## config.mk

```make
export PLATFORM = sky130hd
export DESIGN_NAME = ddr3_rd_cmd_fifo
export DESIGN_NICKNAME = d
export VERILOG_FILES = /design/src/rtl/ddr3_test_pkg.sv /design/src/rtl/ddr3_rd_cmd_fifo.sv
export SDC_FILE = /design/constraint.sdc
export NUM_CORES = 1
export LEC_CHECK = 0
export CORE_UTILIZATION = 29
export CTS_BUF_LIST = sky130_fd_sc_hd__clkbuf_8
export DETAILED_ROUTE_END_ITERATION = 8
export GPL_ROUTABILITY_DRIVEN = 1
export GPL_TIMING_DRIVEN = 0
export SYNTH_ARGS = -nofsm -noshare
export SYNTH_HDL_FRONTEND = slang
export SYNTH_SLANG_ARGS = --single-unit
```

## constraint.sdc

```tcl
create_clock -name clk_i -period 3.8 [get_ports clk_i]
set_input_delay 0.76 -clock clk_i [delete_from_list [all_inputs] [get_ports clk_i]]
set_output_delay 0.76 -clock clk_i [all_outputs]
set_load 0.05 [all_outputs]
```

## src/rtl/ddr3_test_pkg.sv

```systemverilog
// Shared types and helpers for the DDR3 AXI read-path checker.
// The expected-data rule lives here so every checker derives the pattern identically.
package ddr3_test_pkg;

    localparam int BEAT_ADDR_STEP   = 8;
    localparam int DEF_MEM_DQ_WIDTH = 32;
    localparam int WORDS_PER_BEAT   = DEF_MEM_DQ_WIDTH / 4;
    localparam int CMD_ADDR_W       = 28;

    typedef struct packed {
        logic [CMD_ADDR_W-1:0] addr;
        logic [3:0]            len;
    } rd_cmd_t;

    function automatic logic [31:0] exp_word(input logic [31:0] seed,
                                             input logic [31:0] addr,
                                             input int unsigned k);
        return seed + addr + k;
    endfunction

endpackage

```

## src/rtl/ddr3_rd_cmd_fifo.sv

```systemverilog
// Command queue holding accepted read bursts until their last beat returns.
// Flush empties it in one cycle; the storage array itself is never cleared.
module ddr3_rd_cmd_fifo
    import ddr3_test_pkg::*;
#(
    parameter int DEPTH = 4
) (
    input  logic    clk_i,
    input  logic    rst_ni,
    input  logic    flush_i,
    input  logic    push_i,
    input  rd_cmd_t din_i,
    input  logic    pop_i,
    output rd_cmd_t dout_o,
    output logic    full_o,
    output logic    empty_o
);
    localparam int            AW       = $clog2(DEPTH);
    localparam logic [AW:0]   FULL_CNT = (AW+1)'(DEPTH);
    localparam logic [AW:0]   CNT_ONE  = (AW+1)'(1);
    localparam logic [AW-1:0] PTR_ONE  = AW'(1);

    rd_cmd_t       mem_q [DEPTH];
    logic [AW-1:0] wr_ptr_q, wr_ptr_d;
    logic [AW-1:0] rd_ptr_q, rd_ptr_d;
    logic [AW:0]   count_q, count_d;
    logic          do_push, do_pop;

    assign full_o  = (count_q == FULL_CNT);
    assign empty_o = (count_q == '0);
    assign do_push = push_i && !full_o && !flush_i;
    assign do_pop  = pop_i && !empty_o;
    assign dout_o  = mem_q[rd_ptr_q];

    always_comb begin
        wr_ptr_d = wr_ptr_q;
        rd_ptr_d = rd_ptr_q;
        count_d  = count_q;
        if (flush_i) begin
            wr_ptr_d = '0;
            rd_ptr_d = '0;
            count_d  = '0;
        end else begin
            if (do_push) wr_ptr_d = wr_ptr_q + PTR_ONE;
            if (do_pop)  rd_ptr_d = rd_ptr_q + PTR_ONE;
            case ({do_push, do_pop})
                2'b10:   count_d = count_q + CNT_ONE;
                2'b01:   count_d = count_q - CNT_ONE;
                default: count_d = count_q;
            endcase
        end
    end

    always_ff @(posedge clk_i) begin
        if (!rst_ni) begin
            wr_ptr_q <= '0;
            rd_ptr_q <= '0;
            count_q  <= '0;
        end else begin
            wr_ptr_q <= wr_ptr_d;
            rd_ptr_q <= rd_ptr_d;
            count_q  <= count_d;
        end
    end

    always_ff @(posedge clk_i) begin
        if (do_push) mem_q[wr_ptr_q] <= din_i;
    end

endmodule

```

Word-level counts from Yosys, hierarchy flattened
Memories as Yosys holds them, arrays and structs flattened. A register that Yosys moved wholly into a read port is not among the register bits.
Cells that the tools add are included.

storage, ports and cells
  bits in registers = 7
  RAM bits = 128
  bits of input ports = 37
  output and inout port bits = 34
  memories = 1

operators by class
  $add $sub $neg = 4
  equal/unequal tests = 3
  multiplexer cells = 5
  bitwise logic cells = 1
  reduce and logical (&&, ||, !) cells = 9

memory list
  memory  words  width  rd ports  clocked after Yosys merged registers in  wr ports  line                    text
  mem_q   4      32     1         1                                        1         ddr3_rd_cmd_fifo.sv:23  rd_cmd_t mem_q [DEPTH];

operators with widths
  kind                                               number
  one-hot mux 3 bit (2 select lines)                 1
  adder 2 x 1 -> 2 bit (second input constant)       2
  2-to-1 mux 2 bit                                   2
  adder 3 x 1 -> 3 bit (second input constant)       1
  == test 3 bit (second input constant)              1
  logical AND 1 bit                                  3
  zero test 1 bit                                    3
  zero test 3 bit                                    1
  subtractor 3 x 1 -> 3 bit (second input constant)  1
  == test 2 x 1 -> 1 bit (second input constant)     1
  == test 2 bit (second input constant)              1
  2-to-1 mux 1 bit                                   2
  nonzero test 2 bit                                 1
  OR reduction 2 bit                                 1
  inverter 1 bit                                     1

Depth between registers and ports, before layout
Gate-level depths: netlist of run 1.

  word-level depth = 6
  gate-level depth with buffers = 10

Least setup slack after synthesis of run 1
Ideal clock, no wire load.

  kind = input-to-reg
  start = input port push_i
  end = memory mem_q[0][0] (netlist name) (enable)
  library setup time = 0.392 ns
  data arrival time = 1.891 ns
  required time = 3.408 ns
  path slack = 1.517 ns
  stages = 3
  buffers on the path = 0
  path through = inv_1 > nor3_2 > and2_1

on the way
  longest elaborated chain between the ends = 4

ends and longest elaborated chain
  what                                    line                    text
  start, declared                         ddr3_rd_cmd_fifo.sv:11  input logic push_i,
  logical AND 1 bit (2 in series)         ddr3_rd_cmd_fifo.sv:31  assign do_push = push_i && !full_o && !flush_i;
  2-to-1 mux 1 bit                        ddr3_rd_cmd_fifo.sv:67  if (do_push) mem_q[wr_ptr_q] <= din_i;
  2-to-1 mux 1 bit (not written as such)  ddr3_rd_cmd_fifo.sv:67
  end, declared                           ddr3_rd_cmd_fifo.sv:23

Every way passes these cells.

==> metrics.cfg, run 1 <==
[finish]
final_util_pct = 38.87
final_nets = 359
area_delta_synth_final_pct = 30.57
drive_gt1_share_pct = 25.23
finalInstanceArea_um2 = 6723
regArea_um2 = 4024
n_antenna_cell = 0
multi_input_area_um2 = 1001
fillers = 1572
fin_cells = 554

[global_route]
grt_pass1_vias = 2628
overflow = 0
grt.met1_usage_pct = 13.45
globalRoute.busiestLayer = met2
gr-usage-met2_pct = 18.15
grt_usage_pct = 11.22
grt_use_met3_pct = 3.741
grt_start_max_net_pins = 20
grt_pass1_wl_um = 14390
antenna_found_initial = 0

[power]
fin_total_pwr_uw = 3292
ir_drop_v = 0.0002444
leakagePower_uw = 0.002135
powerDensity_nw_per_um2 = 489.6

[routing]
drtIter0Drc = 52
routed_wirelength_um = 9306
firstDrtPassIters = 4
drtAntennaViolNets = 0
drt-wirelength-per-cell_um = 16.80
vias = 2402
route.detailed.drc = 0
drt-vias-per-instance = 4.336

[sta]
worstMarginPinSlew_ns = 0.5460
finalCriticalPeriod_ns = 3.091
slew_violations = 0
period_share_pct = 81.34
finalHoldViolCount = 0
rsz0062_at_grt = false
setup_viol = 0
skew_ns = 0.01536
fmax_mhz = 323.5
tns_ns = 0
slew_headroom_pct = 63.48

[min_path]
holdCritPathClass = flip-flop to flip-flop
hold_path_depth = 2
min_from = rd_ptr_q[1]

[floorplan]
core-area_um2 = 17300
die_w_um = 135.2
io_pins = 71
die_h_um = 135.2
die_area_um2 = 18290
rows = 48
initial_core_util_pct = 29.77

[flow_run]
drv_cap = 0

[cts]
clock-sinks = 137
cts_setup_buffers = 0
clk_latency_ns = 0.43
clock_path_buffers = 2
clockRootBuffer = clkbuf_8
path_clk_slew_ns = 0.07
cts_buffers = 17
cts_tree = built
htreeDepth = 4
cts_resized = 0
ctsHoldBuffers = 0

[setup_path]
worstPathCellList = buf_6 > buf_12 > mux4_2 > clkdlybuf4s50_1
crit_path_end_kind = primary output
r2r-end = count_q[2]
r2r_setup_slack_ns = 1.43
required_ns = 3.04
crit_type = flip-flop to primary output
critical_path.max_stage_delay_ns = 0.74
start_kind = flip-flop
reg2reg_from = count_q[2]
path_buf_inv = 3
cp_max_fo = 10
cpMaxStageDelayCell = clkdlybuf4s50_1
cp_data_arrival_time_ns = 2.33
crit_family = buffers and inverters
rr_worst_depth = 10

[place]
dp.cells = 522
dpl_cell_area_um2 = 6246
place_congestion = 0.7266
dp_hpwl_um = 6161
io_buffers = 70

[logic_synthesis]
yosys.area.top_type = edfxtp_1
yosys.cell_types.count = 27
synth_cells = 223
synth.area.top_cells = edfxtp_1 75%, mux4_2 14%, dfxtp_1 3.5%, ha_1 1.2%, buf_12 1.2%
synth_seq_area_share_pct = 78.15
ys.flop_type = edfxtp_1
syn-cell-area_um2 = 5149
yosysWarnings = 0
synth_edf_count = 128
ys_seq_elements = 137
syn_avg_cell_area_um2 = 23.09
ys_async_sr_fraction_pct = 0
yosysTopAreaCellShare_pct = 74.65
synthesis.nets = 266

[outcome]
status = completed

==> routing by layer <==
layer,wire length (um),vias to the layer above
met5,0,-
met4,173,0
met3,376,13
met2,4716,51
met1,4039,1234
li1,-,1104
==> placed cells by master (no fill, tap or decap), types with 2 or more instances in the layout <==
cell type        synthesis  final
a21oi_1                  3      3
a21oi_2                  2      2
and2_2                   0      4
buf_12                   3      3
buf_16                   0      4
buf_2                    3      3
bufinv_16                0      6
clkbuf_8                 0     18
clkdlybuf4s50_1          0     70
clkinv_2                 0      2
clkinv_4                 1      3
dfxtp_1                  9      9
edfxtp_1               128    128
ha_1                     5      5
inv_1                    8     10
mux4_2                  32     32
nand3_1                  2      2
nor2_1                   5      5
o21ai_0                  2      2
or3_1                    2      2
xor2_1                   3      3
==> power breakdown <==
group	switching, uW	total, uW	internal (uW)
Combinational	121	214	93.4
Clock	538	1400	860
Sequential	6.03	1680	1670
==> metrics by stage <==
| step | hold slack (ns) | setup WS [ns] |
|---|---|---|
| 3_5_place_dp | 0.4884 | 0.9797 |
| 6_report | 0.5081 | 0.7091 |
| 5_1_grt | 0.5243 | 0.6017 |
| 2_1_floorplan | 0.4591 | 1.517 |
| 4_1_cts | 0.5060 | 0.6244 |
| 3_3_place_gp | 0.4825 | 0.2334 |
==> kinds of logic after synthesis <==
logic type	synth area share [%]
multiplexers	14.00
AO/OA/AOI/OAI	1.239
buffers and inverters	2.503
AND/OR/NAND/NOR	1.993
adder cells (fa/ha/maj)	1.604
XOR/XNOR	0.5104
flip-flops	78.15
==> how the worst max path moves through the flow <==
stage	startpoint	end	slack [ns]	cells past startpoint
after detailed placement	push_i	count_q[2]	0.98	10
final	flip-flop	dout_o[7]	0.71	4
after global placement	push_i	mem_q[0][20]	0.23	4
after CTS	flip-flop	dout_o[7]	0.62	3
after global routing	flip-flop	dout_o[7]	0.60	4
after floorplan	push_i	mem_q[0][0]	1.52	3
==> synth_stat cells (all sizes together), types with 3 or more instances <==
master / count
dfxtp: 9
xor2: 3
mux4: 32
buf: 7
and2: 4
nor2: 5
a21oi: 5
o21ai: 4
inv: 8
edfxtp: 128
ha: 5
==> flip-flops by register name, summed over array words and instances, names as in the netlist, named ones only <==
signal	cells
count_q	3
rd_ptr_q	2
wr_ptr_q	2
mem_q	128
==> worst reg2reg max path, delay by kind of cell, from the launching register on <==
family | cells | cell delay, ns
simple gates | 3 | 0.80
fa+ha+maj | 2 | 0.57
flops | 1 | 0.40
buf+inv | 3 | 0.20
xor+xnor | 1 | 0.16
compound gates | 1 | 0.16
==> layout make-up <==
| class | count | share of cell area (%) |
|---|---|---|
| Multi-Input combinational cell | 69 | 14.89 |
| Sequential cell | 137 | 59.85 |
| Timing Repair Buffer | 74 | 12.06 |
| Tap cell | 225 | 4.188 |
| Clock inverter | 14 | 3.406 |
| Buffer | 8 | 1.340 |
| Clock buffer | 18 | 3.685 |
| Inverter | 9 | 0.5770 |
No activity file was read; power rests on OpenSTA's default activity.
==> run 2, diff against run 1 <==
clock period = 2.8 ns   (was 3.8 ns; I/O delays follow)
==> run 2 against run 1 <==
  * Final cell count is the same
  * Critical path depth shrank 1
  * Register-to-register slack lost 0.99 ns
  * Highest routed layer unchanged
  * Critical endpoint is now full_o
  * Total power grew 35%
  * Count of clock-buffer cells in the layout is the same
==> metrics.cfg, run 2 (same netlist as run 1, synthesis figures left out) <==
[sta]
tns_ns = 0  ; unchanged
setup_viol = 0  ; unchanged
slew_headroom_pct = 63.91  ; +0.42 points
rsz0062_at_grt = false
period_share_pct = 96.51
worstMarginPinSlew_ns = 0.5397  ; -0.006310 ns
slew_violations = 0  ; unchanged
finalHoldViolCount = 0  ; unchanged
skew_ns = 0.01497  ; -0.0003959 ns
layout_setup_ws_ns = 0.09780  ; -0.6113 ns
fmax_mhz = 370.1
finalCriticalPeriod_ns = 2.702

[power]
leakagePower_uw = 0.002185  ; +2.3%
fin_total_pwr_uw = 4449  ; +35%
powerDensity_nw_per_um2 = 665.2  ; +36%
ir_drop_v = 0.0003305  ; +35%

[cts]
clk_latency_ns = 0.43  ; about the same
clock-sinks = 137  ; unchanged
clockRootBuffer = clkbuf_8
htreeDepth = 4  ; unchanged
clock_path_buffers = 2  ; unchanged
cts_tree = built
cts_setup_buffers = 0  ; unchanged
path_clk_slew_ns = 0.08  ; about the same
cts_buffers = 17  ; unchanged

[floorplan]
die_h_um = 135.2  ; unchanged
die_w_um = 135.2  ; unchanged
io_pins = 71  ; unchanged
rows = 48  ; unchanged
initial_core_util_pct = 29.77  ; unchanged
die_area_um2 = 18290  ; unchanged
core-area_um2 = 17300  ; unchanged

[global_route]
grt_pass1_vias = 2635  ; +0.27%
grt_pass1_wl_um = 14420  ; +0.19%
overflow = 0  ; unchanged
grt_usage_pct = 11.25  ; +0.025 points
antenna_found_initial = 0  ; unchanged
grt_start_max_net_pins = 20  ; unchanged

[routing]
routed_wirelength_um = 9285  ; -0.23%
vias = 2390  ; -0.50%
firstDrtPassIters = 4  ; unchanged
drtIter0Drc = 48  ; -7.7%
drtAntennaViolNets = 0  ; unchanged
drt-wirelength-per-cell_um = 16.76  ; -0.23%
route.detailed.drc = 0  ; unchanged
drt-vias-per-instance = 4.314  ; -0.50%

[flow_run]
drv_cap = 0  ; unchanged

[finish]
regArea_um2 = 4024  ; unchanged
fillers = 1592  ; +1.3%
final_nets = 359  ; unchanged
drive_gt1_share_pct = 25.23  ; unchanged
top_register = mem_q
n_antenna_cell = 0  ; unchanged
layout_commonest_cell = edfxtp_1
multi_input_area_um2 = 1001  ; unchanged
largest_reg_flops = 128  ; unchanged
mostFrequentLayoutCells = 128 x edfxtp_1, 39 x clkdlybuf4s50_1, 32 x mux4_2
top_regs = mem_q: 128 flops, count_q: 3 flops
area_delta_synth_final_pct = 29.89

[setup_path]
required_ns = 2.24  ; -0.80 ns
start_kind = flip-flop
crit_path_end_kind = primary output
cp_max_fo = 5  ; -5
cp_data_arrival_time_ns = 2.14  ; -0.19 ns
crit_type = flip-flop to primary output

[place]
dp_hpwl_um = 6161  ; unchanged
place_congestion = 0.7266  ; unchanged
io_buffers = 70  ; unchanged
dp_slack_ns = 0.1797  ; -0.8000 ns

[min_path]
holdCritPathClass = flip-flop to flip-flop

[outcome]
status = completed

## run 2: changes by cell type in the layout (fill, tap and decap cells not counted)
cell             delta
dlymetal6s2s_1      +1
dlygate4sd2_1      +30
clkdlybuf4s50_1    -31
## run 2: final timing paths
check / start / to / slack, ns / cells past startpoint
hold reg to reg: rd_ptr_q[1] / flip-flop / 0.51 / 2
hold / removal: rd_ptr_q[1] / flip-flop / 0.51 / 2
setup reg to reg: count_q[2] / count_q[2] / 0.44 / 10
setup / recovery: count_q[2] / full_o / 0.1 / 3
## run 2: per-layer routing
metal / share of wire [%] / vias up / GRT usage (%)
li1: - / 1103 / -
met1: 44 / 1221 / 13.40
met2: 51 / 53 / 18.29
met3: 4.1 / 13 / 3.741
met4: 1.9 / 0 / 5.431
met5: 0 / - / 0
## run 2: critical path, cell delays in order, from the launching register on
cell	delay, ns
dfxtp_1	0.40
or3b_4	0.44
clkinv_4	0.08
clkdlybuf4s50_1	0.79
## run 2: layout make-up
cell class,instances,area share (%)
buffer,8,1.347
clock buffer,18,3.704
clock inverter,14,3.424
inverter,9,0.5800
multi-input combinational,69,14.97
sequential,137,60.17
tap,225,4.210
timing repair buffer,74,11.60
## run 2: timing repair
action / in CTS / in global routing
resized for setup: 30 / 1
hold buffers: 0 / 0
setup endpoints to repair: 30 / 1
## run 2: stage by stage
stage               cell area, um2  std cells  hold WS, ns  utilization, %
floorplan                     5149        223       0.4591               -
global placement              6131        518       0.4825           35.45
detailed placement            6246        522       0.4884           36.11
CTS                           6685        554       0.5060           38.65
global route                  6688        554       0.5243           38.66
finish                        6688        554       0.5081           38.66
## run 2: power breakdown
part           total (uW)  internal (uW)  switching [uW]
Combinational         275            112             163
Clock                1900           1170             728
Sequential           2280           2270            8.23
